File: src/rtl/uart_pkg.sv
// Shared UART definitions for the command-link transmitter and receiver.
// Receiver state encoding, frame width and the clocks-per-bit helper.
package uart_pkg;

  localparam int DATA_BITS = 8;

  typedef enum logic [1:0] {
    IDLE,
    START,
    DATA,
    STOP
  } rx_state_t;

  function automatic int bit_clks(input int clk_freq, input int baud);
    return clk_freq / baud;
  endfunction

endpackage

File: src/rtl/uart_rx_sync.sv
// RX metastability synchronizer (2 flops) plus an edge-history flop; all preset to idle-high.
// Latency 2 clk to rx_s; rx_fall pulses once per synced 1->0 transition, no backpressure.
module uart_rx_sync (
  input  logic clk,
  input  logic rst_n,
  input  logic rx_i,
  output logic rx_s,
  output logic rx_fall
);

  logic [2:0] sync_q;

  always_ff @(posedge clk or negedge rst_n) begin
    if (!rst_n) begin
      sync_q <= 3'b111;
    end else begin
      sync_q <= {sync_q[1:0], rx_i};
    end
  end

  assign rx_s    = sync_q[1];
  assign rx_fall = sync_q[2] & ~sync_q[1];

endmodule

File: src/rtl/uart_cmd_rx.sv
// 8N1 UART receiver for BLE command bytes; rdy/clr_rdy handshake with framing and overrun flags.
// rdy rises 9.5 bit times + 4 clk after the start edge; the consumer never stalls the line.
module uart_cmd_rx
  import uart_pkg::*;
#(
  parameter int CLK_FREQ = 50_000_000,
  parameter int BAUD     = 19_200
) (
  input  logic       clk,
  input  logic       rst_n,
  input  logic       RX,
  input  logic       clr_rdy,
  output logic [7:0] rx_data,
  output logic       rdy,
  output logic       frm_err,
  output logic       ovr_err
);

  localparam int BIT_CLKS  = bit_clks(CLK_FREQ, BAUD);
  localparam int HALF_CLKS = BIT_CLKS / 2;
  // The zero count is itself a cycle, so BIT_CLKS-1 gives a tick period of exactly BIT_CLKS.
  localparam logic [11:0] BIT_LD  = 12'(BIT_CLKS - 1);
  localparam logic [11:0] HALF_LD = 12'(HALF_CLKS);

  rx_state_t   state_q, state_d;
  logic [11:0] baud_q, baud_d;
  logic [3:0]  bitcnt_q, bitcnt_d;
  logic [7:0]  shreg_q, shreg_d;
  logic [7:0]  data_q, data_d;
  logic        rdy_q, rdy_d;
  logic        frm_q, frm_d;
  logic        ovr_q, ovr_d;
  logic        unread_q, unread_d;
  logic        rx_s, rx_fall, tick;

  uart_rx_sync u_sync (
    .clk    (clk),
    .rst_n  (rst_n),
    .rx_i   (RX),
    .rx_s   (rx_s),
    .rx_fall(rx_fall)
  );

  assign tick = (baud_q == 12'd0);

  always_ff @(posedge clk or negedge rst_n) begin
    if (!rst_n) begin
      state_q  <= IDLE;
      baud_q   <= 12'd0;
      bitcnt_q <= 4'd0;
      shreg_q  <= 8'h00;
      data_q   <= 8'h00;
      rdy_q    <= 1'b0;
      frm_q    <= 1'b0;
      ovr_q    <= 1'b0;
      unread_q <= 1'b0;
    end else begin
      state_q  <= state_d;
      baud_q   <= baud_d;
      bitcnt_q <= bitcnt_d;
      shreg_q  <= shreg_d;
      data_q   <= data_d;
      rdy_q    <= rdy_d;
      frm_q    <= frm_d;
      ovr_q    <= ovr_d;
      unread_q <= unread_d;
    end
  end

  always_comb begin
    state_d  = state_q;
    baud_d   = tick ? baud_q : baud_q - 12'd1;
    bitcnt_d = bitcnt_q;
    shreg_d  = shreg_q;
    data_d   = data_q;
    rdy_d    = rdy_q;
    frm_d    = frm_q;
    ovr_d    = ovr_q;
    unread_d = unread_q;

    if (clr_rdy) begin
      rdy_d    = 1'b0;
      ovr_d    = 1'b0;
      unread_d = 1'b0;
    end

    case (state_q)
      IDLE: begin
        if (rx_fall) begin
          baud_d  = HALF_LD;
          rdy_d   = 1'b0;
          state_d = START;
        end
      end
      START: begin
        if (tick) begin
          if (rx_s) begin
            state_d = IDLE;
          end else begin
            baud_d   = BIT_LD;
            bitcnt_d = 4'd0;
            state_d  = DATA;
          end
        end
      end
      DATA: begin
        if (tick) begin
          shreg_d  = {rx_s, shreg_q[7:1]};
          bitcnt_d = bitcnt_q + 4'd1;
          baud_d   = BIT_LD;
          if (bitcnt_q == 4'(DATA_BITS - 1)) state_d = STOP;
        end
      end
      STOP: begin
        if (tick) begin
          state_d = IDLE;
          if (rx_s) begin
            data_d   = shreg_q;
            rdy_d    = 1'b1;
            frm_d    = 1'b0;
            // rdy is dropped by the start edge, so overrun tracks an unacknowledged byte instead.
            ovr_d    = ovr_d | (unread_q & ~clr_rdy);
            unread_d = 1'b1;
          end else begin
            frm_d = 1'b1;
          end
        end
      end
      default: state_d = IDLE;
    endcase
  end

  assign rx_data = data_q;
  assign rdy     = rdy_q;
  assign frm_err = frm_q;
  assign ovr_err = ovr_q;

endmodule

File: config.mk
export PLATFORM = sky130hd
export DESIGN_NAME = uart_cmd_rx
export DESIGN_NICKNAME = d
export VERILOG_FILES = /design/src/rtl/uart_pkg.sv /design/src/rtl/uart_rx_sync.sv /design/src/rtl/uart_cmd_rx.sv
export SDC_FILE = /design/constraint.sdc
export NUM_CORES = 1
export LEC_CHECK = 0
export BUFFER_PORTS_ARGS = -buffer_cell sky130_fd_sc_hd__buf_2
export CAP_MARGIN = 10
export CORE_AREA = 2 2 81 83
export CTS_CLUSTER_SIZE = 10
export DETAILED_ROUTE_END_ITERATION = 16
export DIE_AREA = 0 0 83 85
export GPL_ROUTABILITY_DRIVEN = 0
export MAX_ROUTING_LAYER = met4
export PLACE_DENSITY = 0.47
export SLEW_MARGIN = 25
export SYNTH_ARGS = -nofsm -noshare
export SYNTH_HDL_FRONTEND = slang
export SYNTH_SLANG_ARGS = --single-unit
File: constraint.sdc
create_clock -name clk -period 2.9 [get_ports clk]
set_clock_uncertainty 0.15 [all_clocks]
set_input_delay 0.145 -clock clk [delete_from_list [all_inputs] [get_ports clk]]
set_output_delay 0.145 -clock clk [all_outputs]
set_load 0.05 [all_outputs]
### Word-level counts from Yosys, hierarchy flattened

Cells that the tools add are included.

* bits in registers: 41
* input port bits: 4
* output and inout bits: 11
* word-level logic and storage cells: 66

* add/sub/neg operators: 2
* eq/ne operators: 10
* mux-type cells: 31
* bitwise operators: 5
* reductions and logical operators: 8

Operators with widths (number)
* 2-to-1 mux 12 bit: 5
* case mux 12 bit (3 select lines): 1
* 2-to-1 mux 1 bit: 13
* zero test 12 bit: 1
* 2-to-1 mux 2 bit: 6
* 2-to-1 mux 4 bit: 3
* != test 2 bit, second input constant: 6
* subtractor 12 x 1 -> 12 bit, second input constant: 1
* case mux 2 bit (4 select lines): 1
* case mux 4 bit (2 select lines): 1
* AND reduction 5 bit: 1
* adder 4 x 1 -> 4 bit, second input constant: 1
* == test 2 bit, second input constant: 2
* == test 4 x 3 -> 1 bit, second input constant: 1
* AND reduction 2 bit: 2
* AND reduction 4 bit: 1
* AND reduction 3 bit: 1
* AND 1 bit: 2
* == test 2 x 1 -> 1 bit, second input constant: 1
* zero test 2 bit: 1
* NOT 1 bit: 2
* case mux 1 bit (2 select lines): 1
* nonzero test 2 bit: 1
* OR 1 bit: 1

### Logic depth before layout (Yosys ltp)

* depth after elaboration: 6
* mapped depth: 8
* mapped depth without buffers: 8

### Modules after synthesis

A second synthesis with hierarchy kept.

* cells, all modules: 194
* area, all modules: 2107.0 µm²

By module, submodules not included
* uart_cmd_rx: instances 1, cells each 190, area each 2014.4 µm², seq. area each 950.9 µm²
* uart_rx_sync: instances 1, cells each 4, area each 92.6 µm², seq. area each 78.8 µm²

### Least setup slack after synthesis

OpenSTA, ideal clock, no wires.

* path type: register to register
* start point: reg baud_q[0]
* end point: reg baud_q[0]
* library setup time: 0.120 ns
* arrival: 1.978 ns
* data required time: 2.630 ns
* setup slack: 0.652 ns
* cell stages (with the launch flop): 8
* path buffers: 0
* clock period less this slack: 2.248 ns
* cells stage by stage: dfrtp_1 inv_1 ha_1 nor4b_2 nand3_1 ha_1 a22o_1 a41o_1

* cells in the longest elaborated chain, start to end: 5
* elaborated cells on any way between the ends: 8
* classes of those cells: 1 x add/sub; 6 x mux; 1 x reduce/logical

RTL lines
* start: declaration: line uart_cmd_rx.sv:26 `logic [11:0] baud_q, baud_d;`
* start signal: assignment: line uart_cmd_rx.sv:59 `baud_q <= baud_d;`
* subtractor 12 x 1 -> 12 bit or zero test 12 bit (tied branches): line uart_cmd_rx.sv:72, uart_cmd_rx.sv:44
* 2-to-1 mux 12 bit: line uart_cmd_rx.sv:72 `baud_d = tick ? baud_q : baud_q - 12'd1;`
* 2-to-1 mux 12 bit: line uart_cmd_rx.sv:97 `if (rx_s) begin`
* 2-to-1 mux 12 bit: line uart_cmd_rx.sv:96 `if (tick) begin`
* case mux 12 bit (3 select lines) (*): line uart_cmd_rx.sv:87 `case (state_q)`
* net baud_d[0]: line uart_cmd_rx.sv:26

Mark *: on every way through the listed nets, which the timed path passes. The rest lies on a longest branch.
A chain may end at the register's enable or synchronous reset.

### Worst setup path after layout

* start point: reg baud_q[0]
* end point: reg data_q[2] (netlist: rx_data[2])

* cells in the longest elaborated chain, start to end: 2

RTL lines
* zero test 12 bit: line uart_cmd_rx.sv:44 `assign tick = (baud_q == 12'd0);`
* AND reduction 3 bit (no source line)
* end signal: assignment: line uart_cmd_rx.sv:62 `data_q <= data_d;`
* end: declaration: line uart_cmd_rx.sv:29 `logic [7:0] data_q, data_d;`

Every way passes these cells.

==> impl_metrics.env <==
export IMPL_status="completed"
export IMPL_fp_coreArea_sq_mm=0.006205
export IMPL_finish_utilization_pct=39.24
export IMPL_hold_violations=0
export IMPL_yosysWarnings=0
export IMPL_placed_cells=278
export IMPL_slew_headroom_pct=39.38
export IMPL_syn_cell_area_sq_mm=0.002079
export IMPL_area_growth_synth_to_final_pct=17.09
export IMPL_switching_share_pct=39.67
export IMPL_fillers=615
export IMPL_track_usage_pct=14.80
export IMPL_cts_hold_fix_buffers=3
export IMPL_cp_max_fo=10
export IMPL_cts_root_buf="clkbuf_8"
export IMPL_start_util_pct=33.51
export IMPL_vias=1586
export IMPL_ys_ff_latch=41
export IMPL_antenna_cells=0
export IMPL_cts_htree_levels=2
export IMPL_cp_required_ps=2930
export IMPL_vdd_drop_max_mv=0.3327
export IMPL_io_pins=15
export IMPL_synth_edf_count=0
export IMPL_avgRoutedWirePerCell_microns=16.30
export IMPL_grt_overflow=0
export IMPL_cap_violations=0
export IMPL_grt_pass1_wl_microns=8121
export IMPL_drv_slew=0
export IMPL_drive_above_1_share_pct=25.47
export IMPL_fin_nets=222
export IMPL_post_dp_hpwl_microns=3300
export IMPL_cts_sinks=41
export IMPL_p_switching_uw=967.9
export IMPL_setup_violations_final=0
export IMPL_grt_max_degree=42
export IMPL_worstSetupPathType="flip-flop to flip-flop"
export IMPL_cts_resized_gates=0
export IMPL_finalCritPeriodShare_pct=84.67
export IMPL_multi_input_area_sq_um=992.2
export IMPL_cts_setup_buffers=0
export IMPL_rows=29
export IMPL_holdWs_ps=209.2
export IMPL_async_reset_ff_share_pct=100.0
export IMPL_drt_iter0_markers=159
export IMPL_fmax_mhz=407.2
export IMPL_antenna_found_initial=0
export IMPL_ys_flop_type="dfrtp_1"
export IMPL_fin_crit_ps=2456
export IMPL_endpoint_kind="flip-flop"
export IMPL_viasPerCell=5.488
export IMPL_fp_dieArea_sq_mm=0.007055
export IMPL_clk_pin_slew_ps=80
export IMPL_synth_nets=198
export IMPL_setup_tns_ps=0
export IMPL_cts_tree="done"
export IMPL_crit_arrival_ps=2490
export IMPL_tightest_slew_ps=909.3
export IMPL_intPower_uw=1472
export IMPL_powerDensity_mw_per_mm2=1002
export IMPL_pwr_share_clk_pct=22.9
export IMPL_portBuffers=14
export IMPL_drc=0
export IMPL_finalWirelength_microns=4712
export IMPL_first_pass_iters=4
export IMPL_worstSetupStartpointType="flip-flop"
export IMPL_p_leak_uw=0.001122
export IMPL_seq_area_sq_mm=0.001030
export IMPL_synth_area_per_cell_sq_um=11.12
export IMPL_rsz0062_at_grt="no"
export IMPL_seq_area_frac_synth_pct=49.52
export IMPL_p_comb_share_pct=43.3
export IMPL_clk_latency_ps=300
export IMPL_grt_pass1_vias=1679
export IMPL_ant_nets=0
export IMPL_cts_buffers=5
export IMPL_ys_types=46
export IMPL_worstHoldPathType="flip-flop to flip-flop"
export IMPL_stdcell_count=289
export IMPL_seq_power_share_pct=33.7
export IMPL_die_x_microns=83
export IMPL_syn_inst=187
export IMPL_die_h_microns=85
export IMPL_max_clock_path_buffers=2
==> critical path, cell delays in order, from the launching register on <==
cell and delay [ps]:
dfrtp_1 420, inv_1 80, ha_1 210, or4b_4 520, nor2_1 230, nand4_2 350
mux2_2 390
==> power groups by stage <==
stage          clock (uW)  sequential [uW]  combinational (uW)
5_1_grt               590              841                1190
6_report              560              823                1060
3_3_place_gp            0              826                1020
2_1_floorplan           0              824                 755
3_5_place_dp            0              832                1030
4_1_cts               572              821                1060
==> cell usage after synthesis, drive strengths merged, types with 2 or more instances <==
cell type	instances	area share (%)
nand3b	2	0.72
o311a	2	0.96
inv	9	1.6
a21oi	5	1.2
dfrtp	38	46
nand2b	4	1.2
xnor2	2	0.84
nor2	11	2.0
dfstp	3	3.8
a2bb2oi	2	0.84
or3	3	0.90
a211oi	4	1.4
o211ai	3	1.1
nand3	6	1.4
mux2i	3	1.4
nor2b	2	0.60
clkbuf	5	0.90
nor4	4	1.9
mux2	16	8.7
nor3	8	1.9
ha	7	4.2
nand2	9	1.6
nand4	6	2.1
a31oi	3	0.90
o21ai	11	2.6
==> metrics by stage <==
stage	setup WS, ps	cell area, sq um	power [uW]
5_1_grt	317.2	2435	2623
6_report	444.5	2435	2440
4_1_cts	420.5	2435	2451
2_1_floorplan	651.8	2079	1580
3_5_place_dp	449.1	2267	1866
3_3_place_gp	533.8	2267	1845
==> cells by family (layout without fill, tap and decap cells) <==
family                   Yosys count  in the layout  synth area share [%]
multiplexers                      19             19                 10.11
buffers and inverters             15             40                 2.767
AO/OA/AOI/OAI                     41             41                 14.74
flip-flops                        41             41                 49.52
XOR/XNOR                           2              2                0.8425
adder cells (fa/ha/maj)            7              7                 4.212
AND/OR/NAND/NOR                   62             62                 17.81
==> cells in the final DEF (no fill, tap or decap), types with 6 or more instances in the layout <==
| cell type | count |
|---|---|
| nor3_1 | 8 |
| inv_1 | 9 |
| o21ai_0 | 11 |
| mux2_2 | 16 |
| buf_4 | 6 |
| nand2_1 | 9 |
| nor2_1 | 11 |
| ha_1 | 7 |
| buf_2 | 14 |
| nand3_1 | 6 |
| dfrtp_1 | 38 |
==> worst paths after layout <==
kind,endpoint,startpoint,cells past startpoint,slack [ps]
setup / recovery,rx_data[2],baud_q[0],6,440
hold / removal,u_sync.sync_q[1],u_sync.sync_q[0],0,210
setup reg to reg,rx_data[2],baud_q[0],6,440
hold reg to reg,u_sync.sync_q[1],u_sync.sync_q[0],0,210
max in group asynchronous,rx_data[7],rst_n,2,1660
min in group asynchronous,bitcnt_q[1],rst_n,2,360
==> area by class of cell <==
| cell class | instances | area share [%] |
|---|---|---|
| sequential | 41 | 42.29 |
| tap | 77 | 3.957 |
| multi-input combinational | 131 | 40.75 |
| clock buffer | 5 | 2.826 |
| clock inverter | 3 | 2.826 |
| timing repair buffer | 23 | 5.961 |
| inverter | 9 | 1.387 |
==> sequential cells by signal (all words and copies together) (netlist names), named ones only <==
signal         flops
u_sync.sync_q      3
frm_err            1
rdy                1
bitcnt_q           4
ovr_err            1
shreg_q            8
state_q            1
baud_q            12
rx_data            8
unread_q           1
==> metal layers <==
metal	track usage, %	share of wire (%)	vias up
li1	-	-	753
met1	18.47	48	800
met2	24.05	48	24
met3	3.016	2.6	9
met4	5.216	1.9	0
met5	-	0	-
Note: power is estimated with default switching activity, not from simulation.
